==> src/rtl/imm_pkg.sv <==
// Shared widths, extension mode codes and result-register state encoding
// for the immediate-extension arbiter.
package imm_pkg;

   localparam int DEF_IN_W  = 11;
   localparam int DEF_OUT_W = 16;

   localparam logic [1:0] MODE_SEXT  = 2'b00;
   localparam logic [1:0] MODE_ZEXT  = 2'b01;
   localparam logic [1:0] MODE_UPPER = 2'b10;
   localparam logic [1:0] MODE_BOFF  = 2'b11;

   typedef enum logic {
      ST_EMPTY = 1'b0,
      ST_FULL  = 1'b1
   } state_e;

endpackage

==> src/rtl/imm_extend_core.sv <==
// Combinational immediate extender: widens an IN_W field to OUT_W bits
// as sign-extend, zero-extend, upper-immediate or branch-offset.
module imm_extend_core
   import imm_pkg::*;
#(
   parameter int IN_W  = DEF_IN_W,
   parameter int OUT_W = DEF_OUT_W
) (
   input  logic [IN_W-1:0]  imm,
   input  logic [1:0]       mode,
   output logic [OUT_W-1:0] ext
);

   logic [OUT_W-1:0] sext;

   // Select the extension selected by mode; BOFF drops the top SEXT bit.
   always_comb begin
      sext = {{(OUT_W-IN_W){imm[IN_W-1]}}, imm};
      ext  = sext;
      case (mode)
         MODE_SEXT:  ext = sext;
         MODE_ZEXT:  ext = {{(OUT_W-IN_W){1'b0}}, imm};
         MODE_UPPER: ext = {imm[OUT_W-IN_W-1:0], {IN_W{1'b0}}};
         MODE_BOFF:  ext = {sext[OUT_W-2:0], 1'b0};
         default:    ext = sext;
      endcase
   end

endmodule

==> src/rtl/imm_share_arbiter.sv <==
// Round-robin share of one immediate extender between the ALU-operand
// requester (0) and the branch-offset requester (1), with a one-entry
// valid/ready result register toward the datapath.
//
//  state    | meaning
//  ---------+-------------------------------------------------
//  ST_EMPTY | no result held; any granted request is accepted
//  ST_FULL  | result held; new accept only if consumer drains
module imm_share_arbiter
   import imm_pkg::*;
#(
   parameter int IN_W  = DEF_IN_W,
   parameter int OUT_W = DEF_OUT_W
) (
   input  logic             CLK,
   input  logic             Reset,
   input  logic             req0_valid,
   input  logic [IN_W-1:0]  req0_imm,
   input  logic [1:0]       req0_mode,
   output logic             req0_ready,
   input  logic             req1_valid,
   input  logic [IN_W-1:0]  req1_imm,
   input  logic [1:0]       req1_mode,
   output logic             req1_ready,
   output logic             res_valid,
   output logic [OUT_W-1:0] res_data,
   output logic             res_id,
   input  logic             res_ready
);

   state_e           state_q, state_d;
   logic [OUT_W-1:0] res_data_q, res_data_d;
   logic             res_id_q, res_id_d;
   logic             last_grant_q, last_grant_d;

   logic             grant_valid;
   logic             grant_id;
   logic             can_accept;
   logic             accept;
   logic [IN_W-1:0]  sel_imm;
   logic [1:0]       sel_mode;
   logic [OUT_W-1:0] ext_word;

   // Arbitration: on a tie the requester that did not win last time goes.
   // Reset blocks acceptance so nothing is handshaken in the reset cycle.
   always_comb begin
      grant_valid = req0_valid | req1_valid;
      grant_id    = (req0_valid & req1_valid) ? ~last_grant_q : req1_valid;
      can_accept  = ~Reset & ((state_q == ST_EMPTY) | res_ready);
      accept      = can_accept & grant_valid;
      sel_imm     = grant_id ? req1_imm  : req0_imm;
      sel_mode    = grant_id ? req1_mode : req0_mode;
   end

   imm_extend_core #(
      .IN_W  (IN_W),
      .OUT_W (OUT_W)
   ) u_extend (
      .imm  (sel_imm),
      .mode (sel_mode),
      .ext  (ext_word)
   );

   // State and result register update.
   always_ff @(posedge CLK) begin
      if (Reset) begin
         state_q      <= ST_EMPTY;
         res_data_q   <= '0;
         res_id_q     <= 1'b0;
         last_grant_q <= 1'b1;
      end else begin
         state_q      <= state_d;
         res_data_q   <= res_data_d;
         res_id_q     <= res_id_d;
         last_grant_q <= last_grant_d;
      end
   end

   // Next state: accept refills (even while draining), drain empties, stall holds.
   always_comb begin
      state_d      = state_q;
      res_data_d   = res_data_q;
      res_id_d     = res_id_q;
      last_grant_d = last_grant_q;
      if (accept) begin
         state_d      = ST_FULL;
         res_data_d   = ext_word;
         res_id_d     = grant_id;
         last_grant_d = grant_id;
      end else if ((state_q == ST_FULL) && res_ready) begin
         state_d = ST_EMPTY;
      end
   end

   // Outputs: handshakes are combinational, result comes from the register.
   always_comb begin
      res_valid  = (state_q == ST_FULL);
      res_data   = res_data_q;
      res_id     = res_id_q;
      req0_ready = accept & ~grant_id;
      req1_ready = accept & grant_id;
   end

endmodule

==> config.mk <==
export PLATFORM = sky130hd
export DESIGN_NAME = imm_share_arbiter
export DESIGN_NICKNAME = d
export VERILOG_FILES = /design/src/rtl/imm_pkg.sv /design/src/rtl/imm_extend_core.sv /design/src/rtl/imm_share_arbiter.sv
export SDC_FILE = /design/constraint.sdc
export NUM_CORES = 1
export LEC_CHECK = 0
export CORE_AREA = 2 2 55 70
export CTS_BUF_LIST = sky130_fd_sc_hd__clkbuf_2 sky130_fd_sc_hd__clkbuf_4 sky130_fd_sc_hd__clkbuf_8
export DETAILED_ROUTE_END_ITERATION = 16
export DIE_AREA = 0 0 57 72
export PLACE_DENSITY = 0.75
export SLEW_MARGIN = 20
export SYNTH_ARGS = -nofsm -noshare
export SYNTH_HDL_FRONTEND = slang
export SYNTH_SLANG_ARGS = --single-unit
export TNS_END_PERCENT = 50
==> constraint.sdc <==
create_clock -name CLK -period 3.05 [get_ports CLK]
set_input_delay 0.4575 -clock CLK [delete_from_list [all_inputs] [get_ports CLK]]
set_output_delay 0.4575 -clock CLK [all_outputs]
set_load 0.02 [all_outputs]
; ---- Word-level counts from Yosys, hierarchy flattened
; Cells that the tools add are included.
[totals]
register_bits = 19
latch_bits = 0
mem_bits_rw = 0
rom_bits = 0
in_bits = 31
output_inout_bits = 20
word_cells = 27
n_memories = 0
[op_classes]
add_sub_neg = 0
mul = 0
n_div = 0
order_cmp = 0
n_eq_ne = 3
shift = 0
muxes = 6
bitwise_logic = 11
n_reduce_logical = 3
[ops]
columns = op, n
row1 = 16-bit one-hot mux with 4 select lines, 1
row2 = 11-bit two-way mux, 1
row3 = 1-bit AND, 5
row4 = "2-bit equality test, second input constant", 2
row5 = 1-bit NOT, 4
row6 = 1-bit two-way mux, 3
row7 = "2-bit by 1-bit equality test with 1-bit output, second input constant", 1
row8 = 2-bit logical NOT, 1
row9 = 2-bit two-way mux, 1
row10 = 1-bit bitwise OR, 2
row11 = 2-bit nonzero test, 1
row12 = 1-bit logical AND, 1

; ---- Longest topological paths before layout
[logic_depth]
depth_word = 5
ltp_mapped = 6
ltp_nobuf = 4

; ---- Hierarchy
; A second synthesis with hierarchy kept.
[unflattened]
cells_unflattened = 130
area_unflattened_um2 = 1187.4
[modules_own_cells]
columns = mod, instances, cells_per_inst, area_per_inst_um2, seq_area_each_um2
row1 = imm_share_arbiter, 1, 104, 975.9, 380.4
row2 = imm_extend_core, 1, 26, 211.5, 0.0

; ---- Worst setup path before layout
; Ideal clock, no wire load.
[synth_timing]
path_kind = register to output
from = register state_q (netlist: res_valid)
to = output req0_ready
arrival_time_ps = 1425
setup_slack_ps = 1167
stages_incl_launch_ff = 6
cell_sequence = dfxtp_1 -> nor2b_1 -> or3_1 -> buf_6 -> buf_8 -> nor2_1
[synth_between]
elab_chain_len = 5
[synth_lines]
columns = element, line
row1 = "start, declared", imm_share_arbiter.sv:31  ; state_e state_q, state_d;
row2 = "start signal, assigned", imm_share_arbiter.sv:72  ; state_q <= state_d;
row3 = 1-bit NOT, imm_share_arbiter.sv:49  ; can_accept = ~Reset & ((state_q == ST_EMPTY) | res_ready);
row4 = 1-bit bitwise OR, imm_share_arbiter.sv:49
row5 = 1-bit AND, imm_share_arbiter.sv:49
row6 = 1-bit AND, imm_share_arbiter.sv:50  ; accept = can_accept & grant_valid;
row7 = 1-bit AND, imm_share_arbiter.sv:100  ; req0_ready = accept & ~grant_id;
row8 = "end, declared", imm_share_arbiter.sv:20  ; output logic req0_ready,
; No other way between the ends.

; ---- Worst setup path after layout
[layout_timing]
from = input req0_valid
to = output req0_ready
[layout_between]
elab_chain_len = 4
elab_cells_between_ends = 6
cone_classes = 1 x mux / 5 x bitwise
[layout_lines]
columns = element, line
row1 = "start, declared", imm_share_arbiter.sv:17  ; input logic req0_valid,
row2 = 1-bit AND, imm_share_arbiter.sv:48  ; grant_id = (req0_valid & req1_valid) ? ~last_grant_q : req1_valid;
row3 = 1-bit two-way mux, imm_share_arbiter.sv:48
row4 = 1-bit NOT, imm_share_arbiter.sv:100
row5 = 1-bit AND (*), imm_share_arbiter.sv:100
; Every way passes the cells marked *; elsewhere a longest branch is shown, timed or not.

==> results.yml <==
status:
  status: "completed"
die:
  die-height_microns: 72
  rows: 24
  start_util: 0.3381
  design.core.area_sq_mm: 0.003423
  pin_count: 51
  die-width_microns: 57
  dieArea_sq_mm: 0.004104
sta:
  hold_viol_final: 0
  setup_violations: 0
  rsz0062_at_grt: "false"
  worstMarginPinSlew_ns: 0.3942
  maxSlewHeadroom: 0.7372
  period_minus_slack_ns: 2.646
  final.setup.tns_ns: 0
  slew_viol_final: 0
  clock_skew_ns: 0.004609
  finalCritPeriodShare: 0.8676
  timing.final.ws_setup_ns: 0.4039
  fmax_ghz: 0.3779
drt:
  vias_per_cell: 5.786
  drtAntennaViolNets: 0
  drtPass1Iterations: 4
  route.detailed.drc: 0
  avgRoutedWirePerCell_microns: 16.22
  vias: 1273
  wl_mm: 3.568
  drtIter0Drc: 39
yosys:
  ys_seq_area_frac: 0.3286
  syn_area_per_cell_sq_um: 8.702
  synthTopCellsByCount: "dfxtp_1 (19), nand3_1 (14), nor2_1 (12), nand2_1 (9), a21oi_1 (8)"
  async_flop_share: 0
  synth_edf_count: 0
  syn_inst: 133
  ys.flop_type: "dfxtp_1"
  netlist_area_sq_mm: 0.001157
  yosysMostFrequentCell: "dfxtp_1"
  synth_top_area_cell: "dfxtp_1"
  ys_types: 35
  synthTopCellsByArea: "dfxtp_1 (33%), nand3_1 (6.1%), mux2_2 (4.9%)"
  synth_seq_cells: 19
  syn_nets: 164
  yosysWarnings: 0
  synth_top_area_share: 0.3286
grt:
  grt_overflow: 0
  grt_pass1_vias: 1320
  antenna_found_initial: 0
  grt_first_pass_wirelength_mm: 5.740
  track_usage: 0.1726
  grt_max_degree: 24
finish:
  nets: 213
  diodes: 0
  final_core_utilization: 0.4989
  drive_gt1_frac: 0.1215
  area_growth_pct: 47.57
clock_tree:
  hold_buffers: 0
  cts_root_buffer: "clkbuf_8"
  clock_latency_ns: 0.25
  clock-sinks: 19
  cts_resized: 0
  htree_levels: 1
  cts_tree: "yes"
  cts.clk_slew.worst_paths_ns: 0.08
  postCtsSetupRepairBufs: 0
  numCtsBuffers: 3
  cts_buffer_depth: 2
setup_path:
  cp-start-kind: "primary input"
  slowest_delay_ns: 0.61
  cp_max_fo: 4
  cp_cell_sequence: "clkdlybuf4s50_1, nor2_2, or3_1, nor2_1, clkdlybuf4s50_1"
  critical_path_class: "in2out"
  crit_arrival_ns: 2.19
  end_kind: "output port"
  cpMostUsedCell: "clkdlybuf4s50_1"
  cpMaxStageDelayCell: "clkdlybuf4s50_1"
  required_ns: 2.59
placement:
  hpwlAfterDp_mm: 2.761
  post-place-ws_ns: 0.3980
  numPortBuffers: 50
  finalWeightedCongestion: 0.8853
worst_hold_path:
  hold_path.class: "reg2reg"
run:
  max_cap_violations: 0
power:
  p_per_area_mw_per_mm2: 417.6
  power.leakage_uw: 0.0006291
  ir_worst_vdd_mv: 0.3247
[per-stage QoR]
| stage | instance area, sq um | hold WS [ns] | instances | total power, uW |
|---|---|---|---|---|
| 2_1_floorplan | 1157 | 0.4807 | 133 | 426.4 |
| 3_3_place_gp | 1662 | 0.4487 | 216 | 535.1 |
| 3_5_place_dp | 1662 | 0.4571 | 216 | 543.3 |
| 4_1_cts | 1708 | 0.4680 | 220 | 714.6 |
| 5_1_grt | 1708 | 0.4836 | 220 | 748.3 |
| 6_report | 1708 | 0.4645 | 220 | 713.2 |
[sequential cells by signal, indices dropped and copies added, names as in the netlist]
signal,count
last_grant_q,1
res_id,1
res_data,16
res_valid,1
[final cells by class]
| class | count | area, sq um |
|---|---|---|
| Sequential cell | 19 | 380.4 |
| Clock buffer | 3 | 41.29 |
| Multi-Input combinational cell | 100 | 686.9 |
| Timing Repair Buffer | 54 | 530.5 |
| Inverter | 4 | 15.01 |
| Tap cell | 39 | 48.80 |
| Fill cell | 348 | 1715 |
| Clock inverter | 1 | 5.005 |
[report_power, final]
part,internal (uW),total [uW],switching (uW),leakage (uW)
sequential,274,288,14.2,0.000158
combinational,125,250,125,0.000446
clock,90.7,175,84.4,0.0000255
total,490,713,224,0.000629
[path summary, 6_finish.rpt]
path,from,endpoint,slack (ns),depth (start not counted)
setup reg to reg,last_grant_q,res_data[3],1.48,4
hold reg to reg,res_id,res_id,0.46,2
setup / recovery,req0_valid,req0_ready,0.40,5
hold / removal,res_id,res_id,0.46,2
[routing by layer]
layer  up-vias  track usage  wire, microns
met2        59       0.3218           1970
met1       601       0.1945           1347
li1        607            -              -
met4         0      0.08010             59
met5         -            0              0
met3         6      0.01604            192
[cell families (layout without fill, tap and decap cells)]
| family | count (synthesis) | after routing | share of synthesized area |
|---|---|---|---|
| AO/OA/AOI/OAI | 40 | 40 | 0.2735 |
| buffers and inverters | 14 | 62 | 0.07782 |
| AND/OR/NAND/NOR | 51 | 51 | 0.2260 |
| flip-flops | 19 | 19 | 0.3286 |
| multiplexers | 9 | 9 | 0.09405 |
[placed cells by master, fill, tap and decap left out, drive strengths merged]
master / count
mux2i: 4
o32ai: 3
a21bo: 1
clkinv: 2
o211ai: 2
a221oi: 6
inv: 3
buf: 4
and2: 2
a21boi: 1
o221ai: 1
o31ai: 2
and3: 8
nor3: 3
a31oi: 6
a31o: 1
a211oi: 3
nand2: 9
nor2b: 1
dfxtp: 19
nand3: 14
clkdlybuf4s50: 50
mux2: 5
a21oi: 8
a311oi: 6
nor2: 13
clkbuf: 3
or3: 1
[critical path: cells and delay by family]
family | cells | cell delay (ns)
AND/OR/NAND/NOR | 3 | 0.56
buffers and inverters | 2 | 1.17
(Power assumes the default switching activity.)
